## src/rtl/pipe_hazard_ctrl.sv

```systemverilog
// Hazard, stall and forwarding controller for the decode->execute pipeline.
// Tracks DE/EM/MW shadow state, sequences multi-cycle vector ops and branch flushes.
module pipe_hazard_ctrl #(
  parameter int RA_W       = 5,
  parameter int VEC_CYCLES = 5
) (
  input  logic            clk,
  input  logic            rst,
  input  logic            id_valid,
  input  logic [RA_W-1:0] id_src_a,
  input  logic [RA_W-1:0] id_src_b,
  input  logic            id_use_a,
  input  logic            id_use_b,
  input  logic [RA_W-1:0] id_dst,
  input  logic            id_wr,
  input  logic            id_is_load,
  input  logic            id_is_vec,
  input  logic            br_taken,
  output logic            stall_fd,
  output logic            flush_fd,
  output logic            bubble_de,
  output logic            de_hold,
  output logic            bubble_em,
  output logic [1:0]      fwd_a_sel,
  output logic [1:0]      fwd_b_sel,
  output logic            busy
);

  localparam int CNT_W = (VEC_CYCLES > 1) ? $clog2(VEC_CYCLES) : 1;
  localparam int DE = 0;
  localparam int EM = 1;
  localparam int MW = 2;

  typedef struct packed {
    logic            v;
    logic [RA_W-1:0] dst;
    logic            wr;
    logic            ld;
    logic            vec;
    logic [RA_W-1:0] src_a;
    logic [RA_W-1:0] src_b;
    logic            use_a;
    logic            use_b;
  } stage_t;

  typedef enum logic {RUN, VEC} state_t;

  // index 0 = DE, 1 = EM, 2 = MW
  stage_t             pipe_reg [3];
  state_t             state_reg, state_next;
  logic [CNT_W-1:0]   cnt_reg, cnt_next;
  stage_t             id_stage;
  logic               issue;
  logic               load_use;

  assign id_stage = '{v: 1'b1, dst: id_dst, wr: id_wr, ld: id_is_load, vec: id_is_vec,
                      src_a: id_src_a, src_b: id_src_b, use_a: id_use_a, use_b: id_use_b};

  assign load_use = pipe_reg[DE].v & pipe_reg[DE].ld & pipe_reg[DE].wr &
                    (pipe_reg[DE].dst != '0) &
                    ((id_use_a & (id_src_a == pipe_reg[DE].dst)) |
                     (id_use_b & (id_src_b == pipe_reg[DE].dst)));

  always_comb begin
    state_next = state_reg;
    cnt_next   = cnt_reg;
    issue      = 1'b0;
    stall_fd   = 1'b0;
    flush_fd   = 1'b0;
    bubble_de  = 1'b0;
    de_hold    = 1'b0;
    bubble_em  = 1'b0;
    busy       = 1'b0;
    if (rst) begin
      bubble_de = 1'b1;
    end else begin
      case (state_reg)
        RUN: begin
          if (br_taken) begin
            flush_fd  = 1'b1;
            bubble_de = 1'b1;
          end else if (load_use) begin
            stall_fd  = 1'b1;
            bubble_de = 1'b1;
          end else if (id_valid) begin
            issue = 1'b1;
            if (id_is_vec && (VEC_CYCLES > 1)) begin
              state_next = VEC;
              cnt_next   = CNT_W'(VEC_CYCLES - 1);
            end
          end else begin
            bubble_de = 1'b1;
          end
        end
        VEC: begin
          // vector op holds DE; branches cannot resolve while it occupies execute
          de_hold   = 1'b1;
          bubble_em = 1'b1;
          stall_fd  = 1'b1;
          busy      = 1'b1;
          cnt_next  = cnt_reg - 1'b1;
          if (cnt_reg == CNT_W'(1)) state_next = RUN;
        end
        default: state_next = RUN;
      endcase
    end
  end

  always_ff @(posedge clk) begin
    if (rst) begin
      state_reg    <= RUN;
      cnt_reg      <= '0;
      pipe_reg[DE] <= '0;
      pipe_reg[EM] <= '0;
      pipe_reg[MW] <= '0;
    end else begin
      state_reg    <= state_next;
      cnt_reg      <= cnt_next;
      pipe_reg[MW] <= pipe_reg[EM];
      if (de_hold) begin
        pipe_reg[EM] <= '0;
      end else begin
        pipe_reg[EM] <= pipe_reg[DE];
        pipe_reg[DE] <= issue ? id_stage : '0;
      end
    end
  end

  logic [RA_W-1:0] op_src [2];
  logic            op_use [2];
  logic [1:0]      op_fwd [2];

  assign op_src[0] = pipe_reg[DE].src_a;
  assign op_src[1] = pipe_reg[DE].src_b;
  assign op_use[0] = pipe_reg[DE].use_a;
  assign op_use[1] = pipe_reg[DE].use_b;

  genvar gi;
  generate
    for (gi = 0; gi < 2; gi++) begin : g_fwd
      logic em_hit, mw_hit;
      // register 0 is hardwired, so a write to it never forwards
      assign em_hit = pipe_reg[EM].v & pipe_reg[EM].wr & (pipe_reg[EM].dst != '0) &
                      (pipe_reg[EM].dst == op_src[gi]);
      assign mw_hit = pipe_reg[MW].v & pipe_reg[MW].wr & (pipe_reg[MW].dst != '0) &
                      (pipe_reg[MW].dst == op_src[gi]);
      assign op_fwd[gi] = (rst | ~pipe_reg[DE].v | ~op_use[gi]) ? 2'b00 :
                          em_hit ? 2'b01 :
                          mw_hit ? 2'b10 : 2'b00;
    end
  endgenerate

  assign fwd_a_sel = op_fwd[0];
  assign fwd_b_sel = op_fwd[1];

endmodule

```

## config.mk

```make
export PLATFORM = sky130hd
export DESIGN_NAME = pipe_hazard_ctrl
export DESIGN_NICKNAME = d
export VERILOG_FILES = /design/src/rtl/pipe_hazard_ctrl.sv
export SDC_FILE = /design/constraint.sdc
export NUM_CORES = 1
export LEC_CHECK = 0
export CORE_ASPECT_RATIO = 1.5
export CORE_MARGIN = 5
export CORE_UTILIZATION = 52
export DETAILED_ROUTE_END_ITERATION = 8
export GPL_TIMING_DRIVEN = 0
export PLACE_DENSITY = 0.78
export SLEW_MARGIN = 5
export SYNTH_ARGS = -nofsm -noshare
export SYNTH_HDL_FRONTEND = slang
export SYNTH_SLANG_ARGS = --single-unit
```

## constraint.sdc

```tcl
create_clock -name clk -period 2.25 [get_ports clk]
set_input_delay 0.3375 -clock clk [delete_from_list [all_inputs] [get_ports clk]]
set_output_delay 0.3375 -clock clk [all_outputs]
set_load 0.02 [all_outputs]
```

==> results of run 1 <==
layout make-up:
type	instances	area [µm²]	area share, %
inverter	4	15.0	0.550
buffer	7	60.1	2.20
multi-input combinational	131	983	36.0
sequential	38	1100	40.4
tap	43	53.8	1.97
clock inverter	2	60.1	2.20
clock buffer	6	82.6	3.02
timing repair buffer	41	373	13.7
power by group through the flow:
stage	Combinational, µW	Sequential [µW]	Clock, µW
after floorplan	145	868	0
after global placement	217	880	0
after detailed placement	225	883	0
after CTS	257	867	715
after global routing	291	873	751
final	268	869	698
cells in the mapped netlist (all sizes together) (3+ instances only):
library cell | number | area share, %
o21bai | 3 | 1.1
a21oi | 3 | 0.75
inv | 4 | 0.75
nor2b | 9 | 2.8
nor4 | 4 | 1.9
nand3 | 4 | 1.0
buf | 4 | 1.9
dfxtp | 4 | 4.0
nand2 | 6 | 1.1
xnor2 | 23 | 10
clkbuf | 3 | 0.56
nand4 | 4 | 1.2
and2 | 25 | 7.8
edfxtp | 34 | 51
and3 | 4 | 1.2
nor2 | 5 | 0.94
xor2 | 8 | 3.5
layer usage:
metal	vias to the layer above	track usage, %
met5	-	0
met4	0	7.69
met3	8	4.22
met2	37	36.1
met1	679	17.4
li1	690	-
how the worst max path moves through the flow:
stage | endpoint | startpoint
floorplan | busy | rst
CTS | fwd_a_sel[1] | pipe_reg[0][38]$_SDFFCE_PN0P_
detailed placement | de_hold | rst
finish | fwd_a_sel[1] | pipe_reg[0][38]$_SDFFCE_PN0P_
global route | fwd_b_sel[1] | pipe_reg[0][38]$_SDFFCE_PN0P_
global placement | busy | rst
logic make-up after synthesis:
kind of cell               after synthesis  synth area share [%]
and+or+nand+nor                         68                  20.2
AOI/OAI and AO/OA                       15                  6.80
adders and majority gates                2                  1.25
DFF                                     38                  54.9
xor gates and xnor gates                31                  13.5
other                                    1                 0.187
buffers and inverters                   11                  3.18
stage by stage:
stage               total power (µW)  util, %  hold slack [ns]  setup WS, ns  std cells
finish                          1830     73.5            0.480       0.00717        272
global route                    1910     73.5            0.512       -0.0898        272
detailed placement              1110     65.4            0.468        -0.555        254
floorplan                       1010        -            0.446         0.130        179
CTS                             1840     72.3            0.478       -0.0243        269
global placement                1100     65.4            0.467        -0.520        254
tightest hold or removal path: cells and delay by family, from the launching register on:
| family | cells | cell delay, ns |
|---|---|---|
| AOI/OAI and AO/OA | 1 | 0.07 |
| DFF | 1 | 0.31 |
| and+or+nand+nor | 1 | 0.05 |
what timing repair did:
action | 4_1_cts | 5_1_grt
gates cloned | 1 | 0
setup buffers | 6 | 3
endpoints found under the setup margin | 9 | 6
resized for setup | 44 | 5
pin swaps | 10 | 2
==> qor.yml, run 1 <==
synth_cell_types: 35
finalCriticalPeriod_ns: 2.24
setup_tns_ns: 0
p_per_area_nw_per_um2: 672
start_util_pct: 54.0
place_congestion: 0.895
antenna_cells: 0
slew_viol_final: 0
ioPinCount: 34
p_sw_share_pct: 21.6
drt-vias-per-instance: 5.20
arrival_ns: 1.91
grt_pass1_vias: 1466
clockBufferDepth: 2
root_buffer: "clkbuf_8"
holdPathStages: 2
grt_max_degree: 13
drv_cap: 0
initialDrtViolationCount: 15
die_area_um2: 5230
largest_reg_flops: 34
drc: 0
met1_length_mm: 1.49
outcome: "completed"
fin_worst_skew_ns: 0.0133
hold_end: "cnt_reg[1]$_SDFFE_PP0P_"
critical-path-max-stage-delay_ns: 0.55
met2_length_mm: 2.56
num_vias: 1414
synth_top_flop_cell: "edfxtp_1"
p_switching_uw: 396
numCtsBuffers: 5
antenna_found_initial: 0
core_um2: 3720
final_cell_mix: "34 x edfxtp_1, 26 x clkdlybuf4s50_1, 25 x and2_1, 20 x xnor2_1, 14 x conb_1"
final_hold_viol_count: 0
fin_area_um2: 2730
synth_edf_count: 34
holdBufCountCts: 0
pwr-share-comb_pct: 14.6
min-delay-start: "cnt_reg[1]$_SDFFE_PP0P_"
path_buf_inv: 1
p_int_uw: 1440
clk_pin_slew_ns: 0.07
fin_nets: 254
track_usage_pct: 18.6
setup_viol: 0
firstDrtPassIters: 4
dieHeight_um: 86.1
path_cells: "or4_4, o211ai_4, nor4_4, nor4_2, buf_2"
path_delay_family: "simple AND/OR/NAND/NOR gates"
final_common_cell: "edfxtp_1"
fmaxAchievable_ghz: 0.446
nFillCells: 259
ir_drop_mv: 0.762
num_rows: 27
synthCells: 166
cp.required_ns: 1.91
power.share.clock_pct: 38.1
hold_class: "flip-flop to flip-flop"
htreeDepth: 2
hpwlAfterDp_mm: 3.15
syn_area_um2: 2010
avgSynthCellArea_um2: 12.1
drtAntennaViolNets: 0
p_seq_share_pct: 47.3
dpl_cell_area_um2: 2430
wl_met3_um: 180
reg2reg_setup_slack_ns: 0.25
slowest_stage: "or4_4"
start_kind: "flip-flop"
yosysWarnings: 0
cp-end-kind: "output port"
rr_endpoint: "pipe_reg[0][9]$_SDFFCE_PN0P_"
path_max_fanout: 3
area_growth_pct: 36.0
crit-reg2reg-launch: "pipe_reg[0][15]$_SDFFCE_PN0P_"
grt_pass1_wl_mm: 7.00
cts_sinks: 38
io_buffers: 32
leakagePower_uw: 0.00108
overflow: 0
synth-async-reset-ratio_pct: 0
synth-seq-cells: 38
wl_per_cell_um: 15.9
drive_gt1_share_pct: 19.2
clk_latency_ns: 0.29
die_w_um: 60.7
top_layer: "met4"
r2r.worst_path.cells: 8
rsz0062_at_grt: "true"
wl_mm: 4.31
synth-seq-area-share_pct: 54.9
tritoncts: "yes"
fin_crit_sh_pct: 99.7
cp_num_cells: 5
crit_type: "flip-flop to output port"
(Power assumes the default switching activity.)
==> run 2, diff against run 1 <==
--- a/config.mk
+++ b/config.mk
@@ -10,7 +10,7 @@
 export CORE_UTILIZATION = 52
 export DETAILED_ROUTE_END_ITERATION = 8
 export GPL_TIMING_DRIVEN = 0
-export PLACE_DENSITY = 0.78
+export PLACE_DENSITY = 0.76
 export SLEW_MARGIN = 5
 export SYNTH_ARGS = -nofsm -noshare
 export SYNTH_HDL_FRONTEND = slang
==> qor.yml, run 2 (synthesis gave the netlist of run 1 again) <==
place_ws_ns: -0.605  # -0.0502 ns
path_max_fanout: 3  # unchanged
outcome: "finished with violations"
ir_drop_mv: 0.582  # -24%
fin_nets: 252  # -0.79%
holdPathStages: 2  # unchanged
final_common_cell: "edfxtp_1"
fmaxAchievable_ghz: 0.437  # -2.0%
antenna_found_initial: 0  # unchanged
start_kind: "flip-flop"
path_cells: "or4_4, o211ai_4, nor4_4, nor4_2, buf_4"
layout_setup_ws_ns: -0.0393  # -0.0465 ns
post-place-cells: 254  # unchanged
rr_endpoint: "pipe_reg[0][6]$_SDFFCE_PN0P_"
dieHeight_um: 86.1  # unchanged
antenna_cells: 0  # unchanged
initialDrtViolationCount: 46  # +31
final-seq-area_um2: 1100  # unchanged
power.share.clock_pct: 28.4  # -9.7 points
drc: 0  # unchanged
htreeDepth: 2  # unchanged
wl_per_cell_um: 16.1  # +1.9%
cp-end-kind: "output port"
min-delay-start: "cnt_reg[1]$_SDFFE_PP0P_"
final_cell_mix: "34 x edfxtp_1, 25 x and2_1, 24 x clkdlybuf4s50_1, 22 x xnor2_1, 14 x conb_1"
die_w_um: 60.7  # unchanged
crit-reg2reg-launch: "pipe_reg[0][16]$_SDFFCE_PN0P_"
hold_end: "cnt_reg[1]$_SDFFE_PP0P_"
path_delay_family: "simple AND/OR/NAND/NOR gates"
root_buffer: "clkbuf_8"
power.total_uw: 1580  # -14%
leakagePower_uw: 0.00107  # -0.98%
drtAntennaViolNets: 0  # unchanged
io_buffers: 32  # unchanged
clk_pin_slew_ns: 0.07  # about the same
numCtsBuffers: 5  # unchanged
track_usage_pct: 18.6  # unchanged
rsz0062_at_grt: "true"
finalCriticalPeriod_ns: 2.29  # +0.0465 ns
path_buf_inv: 1  # unchanged
nFillCells: 265  # +2.3%
violations: "setup timing"
grt_pass1_wl_mm: 7.01  # about the same
die_area_um2: 5230  # unchanged
drv_cap: 0  # unchanged
setup_viol: 4  # +4
reg2reg_setup_slack_ns: 0.35  # +0.10 ns
firstDrtPassIters: 4  # unchanged
setup_tns_ns: -0.0945  # -0.0945 ns
multi_input_area_um2: 970  # -1.4%
final_hold_viol_count: 0  # unchanged
crit_type: "flip-flop to output port"
fin_cells: 270  # -0.74%
p_int_uw: 1180  # -18%
start_util_pct: 54.0  # unchanged
area_growth_pct: 32.1
largest_reg_flops: 34  # unchanged
clk_latency_ns: 0.29  # about the same
arrival_ns: 1.95  # +0.04 ns
drt-vias-per-instance: 5.29  # +1.7%
cp.required_ns: 1.91  # about the same
hold_class: "flip-flop to flip-flop"
grt_pass1_vias: 1585  # +8.1%
drive_gt1_share_pct: 17.2  # -2.0 points
slew_viol_final: 0  # unchanged
overflow: 0  # unchanged
fin_crit_sh_pct: 102  # +2.1 points
grt_max_degree: 13  # unchanged
p_per_area_nw_per_um2: 596  # -11%
p_switching_uw: 403  # +1.7%
holdBufCountCts: 0  # unchanged
ioPinCount: 34  # unchanged
r2r.worst_path.cells: 8  # unchanged
wl_mm: 4.36  # +1.1%
cts_sinks: 38  # unchanged
p_sw_share_pct: 25.5  # +3.9 points
clockBufferDepth: 2  # unchanged
p_seq_share_pct: 54.9  # +7.6 points
slowest_stage: "or4_4"
num_rows: 27  # unchanged
hpwlAfterDp_mm: 3.20  # +1.7%
num_vias: 1428  # +0.99%
tritoncts: "yes"
timing.hold.ws_ns: 0.485  # +0.00523 ns
core_um2: 3720  # unchanged
place_congestion: 0.863  # -3.7%
fin_worst_skew_ns: 0.00830  # -0.00497 ns
critical-path-max-stage-delay_ns: 0.58  # +0.03 ns
pwr-share-comb_pct: 16.7  # +2.1 points
[run 2: cell count changes in the layout (fill, tap and decap cells not counted)]
cell             delta
buf_2               -2
bufinv_16           -2
clkdlybuf4s50_1     -2
clkinv_2            +2
dlymetal6s2s_1      +2
xnor2_1             +2
xnor2_2             -2
a21oi_1             +1
a21oi_2             -1
clkbuf_1            +1
clkbuf_8            -1
nand3_1             -1
nand3_2             +1
[run 2: cell type report]
cell class | instances | share of cell area (%)
Buffer | 7 | 2.27
Clock buffer | 6 | 2.74
Clock inverter | 2 | 0.378
Inverter | 4 | 0.566
Multi-Input combinational cell | 131 | 36.6
Sequential cell | 38 | 41.6
Tap cell | 43 | 2.03
Timing Repair Buffer | 39 | 13.9
[run 2: power groups by stage]
stage                     Sequential, µW  Combinational [µW]  Clock (µW)
final                                867                 264         448
after CTS                            866                 257         455
after floorplan                      868                 145           0
after detailed placement             882                 226           0
after global placement               880                 218           0
after global routing                 872                 287         490
[run 2: worst min-delay path, stage by stage, from the launching register on]
cell and delay (ns):
dfxtp_1 0.31, nand2_1 0.06, o22ai_1 0.07
[run 2: metrics by stage]
step	cell area (µm²)	util [%]
finish	2650	71.3
global route	2650	71.3
global placement	2430	65.4
CTS	2640	70.9
detailed placement	2430	65.4
floorplan	2060	-
[run 2: repair_timing]
item | 4_1_cts | 5_1_grt
buffers inserted | 6 | 1
pin swaps | 9 | 2
resized for setup | 44 | 7
gates cloned | 1 | 0
endpoints found under the setup margin | 9 | 8
[run 2: how the worst max path moves through the flow]
| stage | startpoint | to | cells past startpoint |
|---|---|---|---|
| floorplan | rst | busy | 4 |
| global placement | rst | busy | 5 |
| detailed placement | rst | de_hold | 5 |
| CTS | pipe_reg[0][38]$_SDFFCE_PN0P_ | fwd_b_sel[1] | 5 |
| global route | pipe_reg[0][38]$_SDFFCE_PN0P_ | fwd_a_sel[1] | 5 |
| finish | pipe_reg[0][38]$_SDFFCE_PN0P_ | fwd_b_sel[1] | 5 |
[run 2: per-layer routing]
layer	global-route usage, %	vias to the layer above	share of wire [%]
met5	0	-	0
met4	10.5	0	3.9
met3	4.67	15	4.6
met2	34.8	45	56
met1	17.2	684	36
li1	-	684	-
==> run 3, diff against run 2 <==
--- a/config.mk
+++ b/config.mk
@@ -6,7 +6,6 @@
 export NUM_CORES = 1
 export LEC_CHECK = 0
 export CORE_ASPECT_RATIO = 1.5
-export CORE_MARGIN = 5
 export CORE_UTILIZATION = 52
 export DETAILED_ROUTE_END_ITERATION = 8
 export GPL_TIMING_DRIVEN = 0
==> qor.yml, run 3 (synthesis gave the netlist of run 1 again) <==
antenna_found_initial: 0  # unchanged
start_util_pct: 54.5  # +0.50 points
tritoncts: "yes"
holdPathStages: 2  # unchanged
dieHeight_um: 78.1  # -9.3%
crit_type: "flip-flop to output port"
p_sw_share_pct: 24.8  # -0.74 points
clk_pin_slew_ns: 0.07  # about the same
ioPinCount: 34  # unchanged
initialDrtViolationCount: 21  # -54%
arrival_ns: 1.94  # about the same
track_usage_pct: 23.5  # +4.9 points
power.total_uw: 1570  # -0.84%
multi_input_area_um2: 973  # +0.39%
overflow: 0  # unchanged
critical-path-max-stage-delay_ns: 0.55  # -0.03 ns
antenna_cells: 0  # unchanged
fin_nets: 255  # +1.2%
final-seq-area_um2: 1100  # unchanged
num_rows: 27  # unchanged
p_switching_uw: 388  # -3.7%
power.share.clock_pct: 27.3  # -1.1 points
htreeDepth: 2  # unchanged
path_cells: "or4_4, o211ai_4, nor4_4, and3_1, buf_6"
die_area_um2: 4120  # -21%
worstMarginPinSlew_ns: 0.544
hpwlAfterDp_mm: 3.07  # -4.1%
core_um2: 3680  # -0.91%
place_congestion: 0.902  # +4.5%
layout_setup_ws_ns: -0.0225  # +0.0168 ns
leakagePower_uw: 0.00105  # -2.1%
setup_tns_ns: -0.0225  # +0.0719 ns
fmaxAchievable_ghz: 0.440  # +0.74%
cp.required_ns: 1.91  # about the same
firstDrtPassIters: 4  # unchanged
cp-end-kind: "output port"
num_vias: 1438  # +0.70%
numCtsBuffers: 5  # unchanged
outcome: "finished with violations"
fin_crit_sh_pct: 101  # -0.74 points
drtAntennaViolNets: 0  # unchanged
cts_sinks: 38  # unchanged
clk_latency_ns: 0.28  # about the same
wl_mm: 4.27  # -2.2%
violations: "setup timing"
p_per_area_nw_per_um2: 586  # -1.6%
path_max_fanout: 3  # unchanged
drt-vias-per-instance: 5.27  # -0.41%
cp_num_cells: 5  # unchanged
grt_pass1_wl_mm: 6.78  # -3.3%
grt_max_degree: 12  # -1
slew_viol_final: 0  # unchanged
ir_drop_mv: 0.514  # -12%
clockBufferDepth: 2  # unchanged
p_int_uw: 1180  # +0.14%
path_buf_inv: 1  # unchanged
use_met3_pct: 5.23  # +0.56 points
path_delay_family: "simple AND/OR/NAND/NOR gates"
area_growth_pct: 33.1
finalCriticalPeriod_ns: 2.27  # -0.0168 ns
pwr-share-comb_pct: 17.3  # +0.6 points
setup_viol: 1  # -3
rsz0062_at_grt: "true"
grt_use_met1_pct: 21.5  # +4.3 points
p_seq_share_pct: 55.4  # +0.5 points
final_cell_mix: "34 x edfxtp_1, 26 x clkdlybuf4s50_1, 25 x and2_1, 22 x xnor2_1, 15 x buf_4"
fin_worst_skew_ns: 0.00612  # -0.00218 ns
wl_per_cell_um: 15.6  # -3.2%
root_buffer: "clkbuf_8"
drive_gt1_share_pct: 18.3  # +1.1 points
io_buffers: 32  # unchanged
drc: 0  # unchanged
hold_class: "flip-flop to flip-flop"
grt_pass1_vias: 1517  # -4.3%
die_w_um: 52.7  # -13%
drv_cap: 0  # unchanged
use_met2_pct: 44.6  # +9.8 points
largest_reg_flops: 34  # unchanged
r2r.worst_path.cells: 7  # -1
start_kind: "flip-flop"
top_usage_layer: "met2"
relSlewSlack_pct: 63.7
nFillCells: 266  # +0.38%
final_hold_viol_count: 0  # unchanged
slowest_stage: "or4_4"
final_common_cell: "edfxtp_1"
## run 3: cell types whose count changed in the layout (fill, tap and decap cells not counted), sizes merged
cell | before | now
buf | 17 | 19
clkdlybuf4s50 | 24 | 26
dlymetal6s2s | 2 | 0
clkbuf | 9 | 10
## run 3: what timing repair did
item | CTS | global route
setup endpoints to repair | 9 | 8
cloned | 1 | 0
resized for setup | 41 | 8
hold buffers | 0 | 0
setup buffers | 6 | 4
pin swaps | 9 | 6
## run 3: worst min-delay path, delay by kind of cell, from the launching register on
family          cells  cell delay [ns]
buf+inv             1             0.08
flops               1             0.33
compound gates      1             0.07
## run 3: final timing paths
path                                  from                            to  slack [ns]
max          pipe_reg[0][38]$_SDFFCE_PN0P_                  fwd_b_sel[0]       -0.02
min                cnt_reg[0]$_SDFFE_PP0P_       cnt_reg[0]$_SDFFE_PP0P_        0.54
max reg2reg  pipe_reg[0][15]$_SDFFCE_PN0P_  pipe_reg[0][9]$_SDFFCE_PN0P_        0.39
min reg2reg        cnt_reg[0]$_SDFFE_PP0P_       cnt_reg[0]$_SDFFE_PP0P_        0.54
## run 3: metal layers
| metal | vias to the layer above | wire length [µm] |
|---|---|---|
| met1 | 687 | 1490 |
| li1 | 692 | - |
| met5 | - | 0 |
| met3 | 13 | 149 |
| met4 | 0 | 128 |
| met2 | 46 | 2500 |
## run 3: area by class of cell
type | count | share of cell area [%]
inverters | 4 | 0.562
clock inverters | 2 | 0.328
repair buffers | 42 | 14.4
multi-input cells | 131 | 36.4
well taps | 43 | 2.01
plain buffers | 7 | 2.25
clock buffers | 6 | 2.72
flip-flops and latches | 38 | 41.3
## run 3: stage by stage
stage	std cells	setup slack, ns	utilization, %	area (µm²)	hold slack, ns
final	273	-0.0225	72.5	2670	0.537
after CTS	269	-0.0579	71.2	2620	0.492
after global placement	254	-0.495	66.0	2430	0.463
after detailed placement	254	-0.611	66.0	2430	0.480
after floorplan	179	0.130	-	2060	0.446
after global routing	273	-0.0804	72.5	2670	0.549
## run 3: power by group through the flow
stage	Sequential (µW)	Combinational [µW]	Clock, µW
floorplan	868	145	0
global placement	879	217	0
detailed placement	884	226	0
CTS	866	258	444
global route	871	292	477
finish	868	271	428
